File: config.mk
export PLATFORM = sky130hd
export DESIGN_NAME = lms_sample_tx
export DESIGN_NICKNAME = d
export VERILOG_FILES = /design/src/rtl/lms_sample_tx.sv
export SDC_FILE = /design/constraint.sdc
export NUM_CORES = 1
export LEC_CHECK = 0
export CAP_MARGIN = 25
export CELL_PAD_IN_SITES_DETAIL_PLACEMENT = 1
export CELL_PAD_IN_SITES_GLOBAL_PLACEMENT = 2
export CORE_ASPECT_RATIO = 0.8
export CORE_MARGIN = 5
export CORE_UTILIZATION = 42
export DETAILED_ROUTE_END_ITERATION = 12
export MAX_ROUTING_LAYER = met4
export PLACE_DENSITY_LB_ADDON = 0.1
export RECOVER_POWER = 100
export SETUP_SLACK_MARGIN = 0.02
export SLEW_MARGIN = 40
export SYNTH_ARGS = -nofsm -noshare
export SYNTH_HDL_FRONTEND = slang
export SYNTH_SLANG_ARGS = --single-unit
File: constraint.sdc
create_clock -name clk -period 4.45 [get_ports clk]
set_input_delay 0.445 -clock clk [delete_from_list [all_inputs] [get_ports clk]]
set_output_delay 0.445 -clock clk [all_outputs]
set_load 0.01 [all_outputs]
File: src/rtl/lms_sample_tx.sv
// rtl/lms_sample_tx.sv - FIFO-buffered serial frame transmitter for LMS filter samples
module lms_sample_tx #(
  parameter int S     = 16,
  parameter int DEPTH = 4,
  parameter int SLOTS = 32,
  parameter int DIV0  = 71,
  parameter int DIV1  = 65
) (
  input  logic                     clk,
  input  logic                     rst,
  input  logic                     en,
  input  logic                     mode,
  input  logic                     valid_in,
  input  logic [S-1:0]             data_in,
  input  logic                     clr_flags,
  output logic                     sd_out,
  output logic                     fs_out,
  output logic                     bit_stb,
  output logic [$clog2(DEPTH):0]   level,
  output logic                     ovf,
  output logic                     udf
);

  localparam int AW   = $clog2(DEPTH);
  localparam int DMAX = (DIV0 > DIV1) ? DIV0 : DIV1;
  localparam int DW   = $clog2(DMAX + 1);
  localparam int SW   = $clog2(SLOTS + 1);

  localparam logic [DW-1:0] D0_LAST   = DW'(DIV0 - 1);
  localparam logic [DW-1:0] D1_LAST   = DW'(DIV1 - 1);
  localparam logic [SW-1:0] SLOT_LAST = SW'(SLOTS - 1);
  localparam logic [SW-1:0] DATA_SLOTS = SW'(S);
  localparam logic [AW:0]   FULL      = (AW + 1)'(DEPTH);

  typedef enum logic [1:0] {IDLE = 2'd0, LOAD = 2'd1, SHIFT = 2'd2} state_t;

  state_t          state_q, state_d;
  logic [S-1:0]    mem_q [DEPTH];
  logic [AW-1:0]   wr_ptr_q, wr_ptr_d, rd_ptr_q, rd_ptr_d;
  logic [AW:0]     level_q, level_d;
  logic [DW-1:0]   cnt_q, cnt_d;
  logic [SW-1:0]   slot_q, slot_d;
  logic [S-1:0]    shreg_q, shreg_d;
  logic            sel_q, sel_d;
  logic            sd_q, sd_d, fs_q, fs_d, stb_q, stb_d;
  logic            ovf_q, ovf_d, udf_q, udf_d;
  logic            tick, pop, push;

  assign tick = (state_q == SHIFT) && (cnt_q == (sel_q ? D1_LAST : D0_LAST));
  assign pop  = (state_q == LOAD) && (level_q != '0);
  // A pop in the same cycle frees a slot, so a full FIFO still accepts the write.
  assign push = valid_in && ((level_q != FULL) || pop);

  always_comb begin
    state_d  = state_q;
    cnt_d    = cnt_q;
    slot_d   = slot_q;
    shreg_d  = shreg_q;
    sel_d    = sel_q;
    sd_d     = sd_q;
    fs_d     = fs_q;
    stb_d    = 1'b0;
    ovf_d    = ovf_q;
    udf_d    = udf_q;
    wr_ptr_d = wr_ptr_q + AW'(push);
    rd_ptr_d = rd_ptr_q + AW'(pop);
    level_d  = level_q + (AW + 1)'(push) - (AW + 1)'(pop);
    if (clr_flags) begin
      ovf_d = 1'b0;
      udf_d = 1'b0;
    end
    if (valid_in && !push) ovf_d = 1'b1;
    case (state_q)
      IDLE: begin
        sd_d = 1'b0;
        fs_d = 1'b0;
        if (en) state_d = LOAD;
      end
      LOAD: begin
        sel_d   = mode;
        cnt_d   = '0;
        slot_d  = '0;
        state_d = SHIFT;
        if (pop) begin
          shreg_d = mem_q[rd_ptr_q];
        end else begin
          shreg_d = '0;
          udf_d   = 1'b1;
        end
      end
      SHIFT: begin
        cnt_d = tick ? '0 : cnt_q + DW'(1);
        if (tick) begin
          stb_d  = 1'b1;
          fs_d   = (slot_q == '0);
          slot_d = slot_q + SW'(1);
          if (slot_q < DATA_SLOTS) begin
            sd_d    = shreg_q[S-1];
            shreg_d = shreg_q << 1;
          end else begin
            sd_d = 1'b0;
          end
          if (slot_q == SLOT_LAST) state_d = en ? LOAD : IDLE;
        end
      end
      default: state_d = IDLE;
    endcase
  end

  always_ff @(posedge clk) begin
    if (rst) begin
      state_q  <= IDLE;
      wr_ptr_q <= '0;
      rd_ptr_q <= '0;
      level_q  <= '0;
      cnt_q    <= '0;
      slot_q   <= '0;
      shreg_q  <= '0;
      sel_q    <= 1'b0;
      sd_q     <= 1'b0;
      fs_q     <= 1'b0;
      stb_q    <= 1'b0;
      ovf_q    <= 1'b0;
      udf_q    <= 1'b0;
    end else begin
      state_q  <= state_d;
      wr_ptr_q <= wr_ptr_d;
      rd_ptr_q <= rd_ptr_d;
      level_q  <= level_d;
      cnt_q    <= cnt_d;
      slot_q   <= slot_d;
      shreg_q  <= shreg_d;
      sel_q    <= sel_d;
      sd_q     <= sd_d;
      fs_q     <= fs_d;
      stb_q    <= stb_d;
      ovf_q    <= ovf_d;
      udf_q    <= udf_d;
    end
  end

  always_ff @(posedge clk) begin
    if (push && !rst) mem_q[wr_ptr_q] <= data_in;
  end

  assign sd_out  = sd_q;
  assign fs_out  = fs_q;
  assign bit_stb = stb_q;
  assign level   = level_q;
  assign ovf     = ovf_q;
  assign udf     = udf_q;

endmodule

==> flow_summary.ini <==
[cts]
ctsHoldBuffers = 0
cts.htree.levels = 3
clock-sinks = 108
cts_tree = built
clock_latency_ns = 0.35
post-cts-setup-buffers = 0
post_cts_resized = 0
cts_buffer_depth = 2
path_clk_slew_ns = 0.07
cts-root-buf = clkbuf_16
cts_buffers = 9

[logic_synthesis]
synth_nets = 366
ys.warnings.count = 0
synth_compound_area_share_pct = 10.34
synth_cells = 331
synth.avg_cell_area_um2 = 13.81
synthTopCellsByArea = edfxtp_1 (42%), dfxtp_1 (19%), mux4_2 (7.9%), ha_1 (3.3%), a221oi_1 (2.9%)
synth.mux.area_fraction_pct = 8.566
synthSimpleGateAreaFrac_pct = 11.44
synth_edf_count = 64
async_flop_share_pct = 0
yosysSeqAreaShare_pct = 61.30
yosys.area.top_type = edfxtp_1
netlist_area_mm2 = 0.004572
synth_top_family_by_area = simple AND/OR/NAND/NOR gates
synth.distinct_cells = 52
ys_seq_elements = 108
synth-xor-area-share_pct = 1.916
yosys_most_used_dff = edfxtp_1
synth_fa_ha_area_share_pct = 3.722
yosysTopAreaCellShare_pct = 42.04
synth_most_common_cell = edfxtp_1
synth_common_cells = edfxtp_1 (64), dfxtp_1 (44), nor2_1 (26)

[timing]
hold_viol = 0
min_period_over_period_pct = 74.47
slew_headroom_pct = -1.712
setup_tns_ns = 0
worstMarginPinSlew_ns = 1.524
fmax_ghz = 0.3018
setup_violations = 0
setup_slack_ns = 1.136
period_minus_slack_ns = 3.314
grt_setup_unrepaired = false
slew_viol_final = 20
fin_skew_ns = 0.006973

[critical_path]
path_max_fanout = 19
critPathCaptureType = register
cp-startpoint = state_q[0]
critPathKind = register to register
cp.required_ns = 4.61
reg2reg_depth = 6
startpoint_type = register
reg2reg_slack_ns = 1.14
r2r_start = state_q[0]
worstPathArrival_ns = 3.48

[global_route]
grtUsageTotal_pct = 16.34
antenna_found_initial = 0
grt_pass1_vias = 2915
grt_max_degree = 50
grt_pass1_wl_um = 15880
grt_overflow = 0

[place]
place_inst = 491
placed_cell_area_mm2 = 0.005026
pre_cts_ws_ns = 1.671
port_buffers = 29
hpwl_um = 6446
gp_congestion = 0.7221

[die]
row_count = 34
io_pins = 30
die_y_um = 103.3
core_area_mm2 = 0.01076
start_util_pct = 42.48
die_w_um = 126.7
die-area_mm2 = 0.01309

[final_layout]
finalInstanceArea_mm2 = 0.005253
fillers = 1072
syn_to_final_growth_pct = 14.89
fin_nets = 393
layout-drive-gt1-share_pct = 11.85
antennaDiodeCount = 0
finalNonFillerCells = 507

[run_status]
violations = max-capacitance violations, max-slew violations
status = finished with violations

[drt]
initialDrtViolationCount = 218
top_layer = met4
wl_met1_um = 4965
via_per_inst = 5.531
drc = 0
wl_met2_um = 4268
first_pass_iters = 4
routed_wl_um = 9663
avgRoutedWirePerCell_um = 19.06
dr_total_vias = 2804
wl_met3_um = 310
ant_nets = 0

[power]
power.leakage_nw = 1.696
p_per_area_mw_per_mm2 = 533.6
vdd_drop_max_mv = 0.2373

[hold_path]
min_from = shreg_q[15]
hold_depth = 2
hp-class = register to register

[run]
cap_violations = 1
logic make-up (layout without fill, tap and decap cells):
family / after synthesis / after routing
DFF: 108 / 108
and+or+nand+nor: 93 / 93
AOI/OAI and AO/OA: 58 / 58
buffers and inverters: 30 / 62
muxes: 19 / 19
adders and majority gates: 13 / 13
xor gates and xnor gates: 10 / 10
placed cells by master, fill, tap and decap left out, types with 3 or more instances in the layout:
cell type | netlist | layout
edfxtp_1 | 64 | 64
dfxtp_1 | 44 | 42
nor2_1 | 26 | 25
dlygate4sd3_1 | 0 | 24
mux4_2 | 16 | 16
a22oi_1 | 15 | 15
a221oi_1 | 15 | 15
ha_1 | 12 | 12
inv_1 | 11 | 11
nor2b_1 | 11 | 10
nand2_1 | 9 | 10
nor3_1 | 9 | 9
nand3_1 | 9 | 9
clkbuf_16 | 0 | 9
xnor2_1 | 7 | 7
nand2b_1 | 5 | 5
o211ai_1 | 5 | 5
o2111ai_1 | 4 | 5
nor4b_1 | 3 | 4
a21oi_1 | 4 | 4
clkdlybuf4s50_1 | 0 | 4
clkbuf_1 | 13 | 4
xor2_1 | 3 | 3
or4_1 | 3 | 3
o32ai_1 | 3 | 3
o21ai_0 | 2 | 3
nand4_1 | 3 | 3
inv_8 | 0 | 3
per-stage QoR:
| stage | utilization, % | hold slack, ns | total power [mW] |
|---|---|---|---|
| 2_1_floorplan | - | 0.4364 | 1.840 |
| 5_1_grt | 48.80 | 0.5000 | 2.979 |
| 3_5_place_dp | 46.70 | 0.4627 | 2.081 |
| 4_1_cts | 49.41 | 0.4733 | 2.871 |
| 6_report | 48.80 | 0.4649 | 2.803 |
| 3_3_place_gp | 46.59 | 0.4648 | 2.066 |
registers in the layout (all words and copies together), names as in the netlist:
| signal | flops |
|---|---|
| mem_q | 64 |
| level | 3 |
| fs_out | 1 |
| bit_stb | 1 |
| rd_ptr_q | 2 |
| ovf | 1 |
| sel_q | 1 |
| sd_out | 1 |
| slot_q | 6 |
| cnt_q | 7 |
| wr_ptr_q | 2 |
| shreg_q | 16 |
| state_q | 2 |
| udf | 1 |
per-layer routing:
metal / up-vias / global-route usage [%]
li1: 1342 / -
met1: 1405 / 22.83
met2: 46 / 23.82
met3: 11 / 3.901
met4: 0 / 4.946
met5: - / -
report_power, final:
part	total [mW]	switching (mW)	internal [mW]
Combinational	0.726	0.400	0.326
Sequential	1.30	0.105	1.19
Clock	0.779	0.386	0.394
worst max-delay path, cell delays in order (launching register included):
cell	delay, ns
dfxtp_1	0.36
inv_1	0.09
ha_1	0.60
nor4b_1	0.35
o2111ai_1	0.76
nand2_1	0.77
a221oi_1	0.19
layout make-up:
| type | instances | area, µm² | share of cell area (%) |
|---|---|---|---|
| Inverter | 12 | 45.04 | 0.8576 |
| Multi-Input combinational cell | 193 | 1620 | 30.85 |
| Timing Repair Buffer | 34 | 310.3 | 5.908 |
| Clock inverter | 7 | 66.31 | 1.263 |
| Tap cell | 144 | 180.2 | 3.430 |
| Sequential cell | 108 | 2805 | 53.41 |
| Clock buffer | 9 | 225.2 | 4.288 |
path summary, 6_finish.rpt:
path,endpoint
worst min register to register,sd_out
worst min-delay path,sd_out
worst max-delay path,shreg_q[7]
worst max register to register,shreg_q[7]
Power figures use the tool's default switching activity.
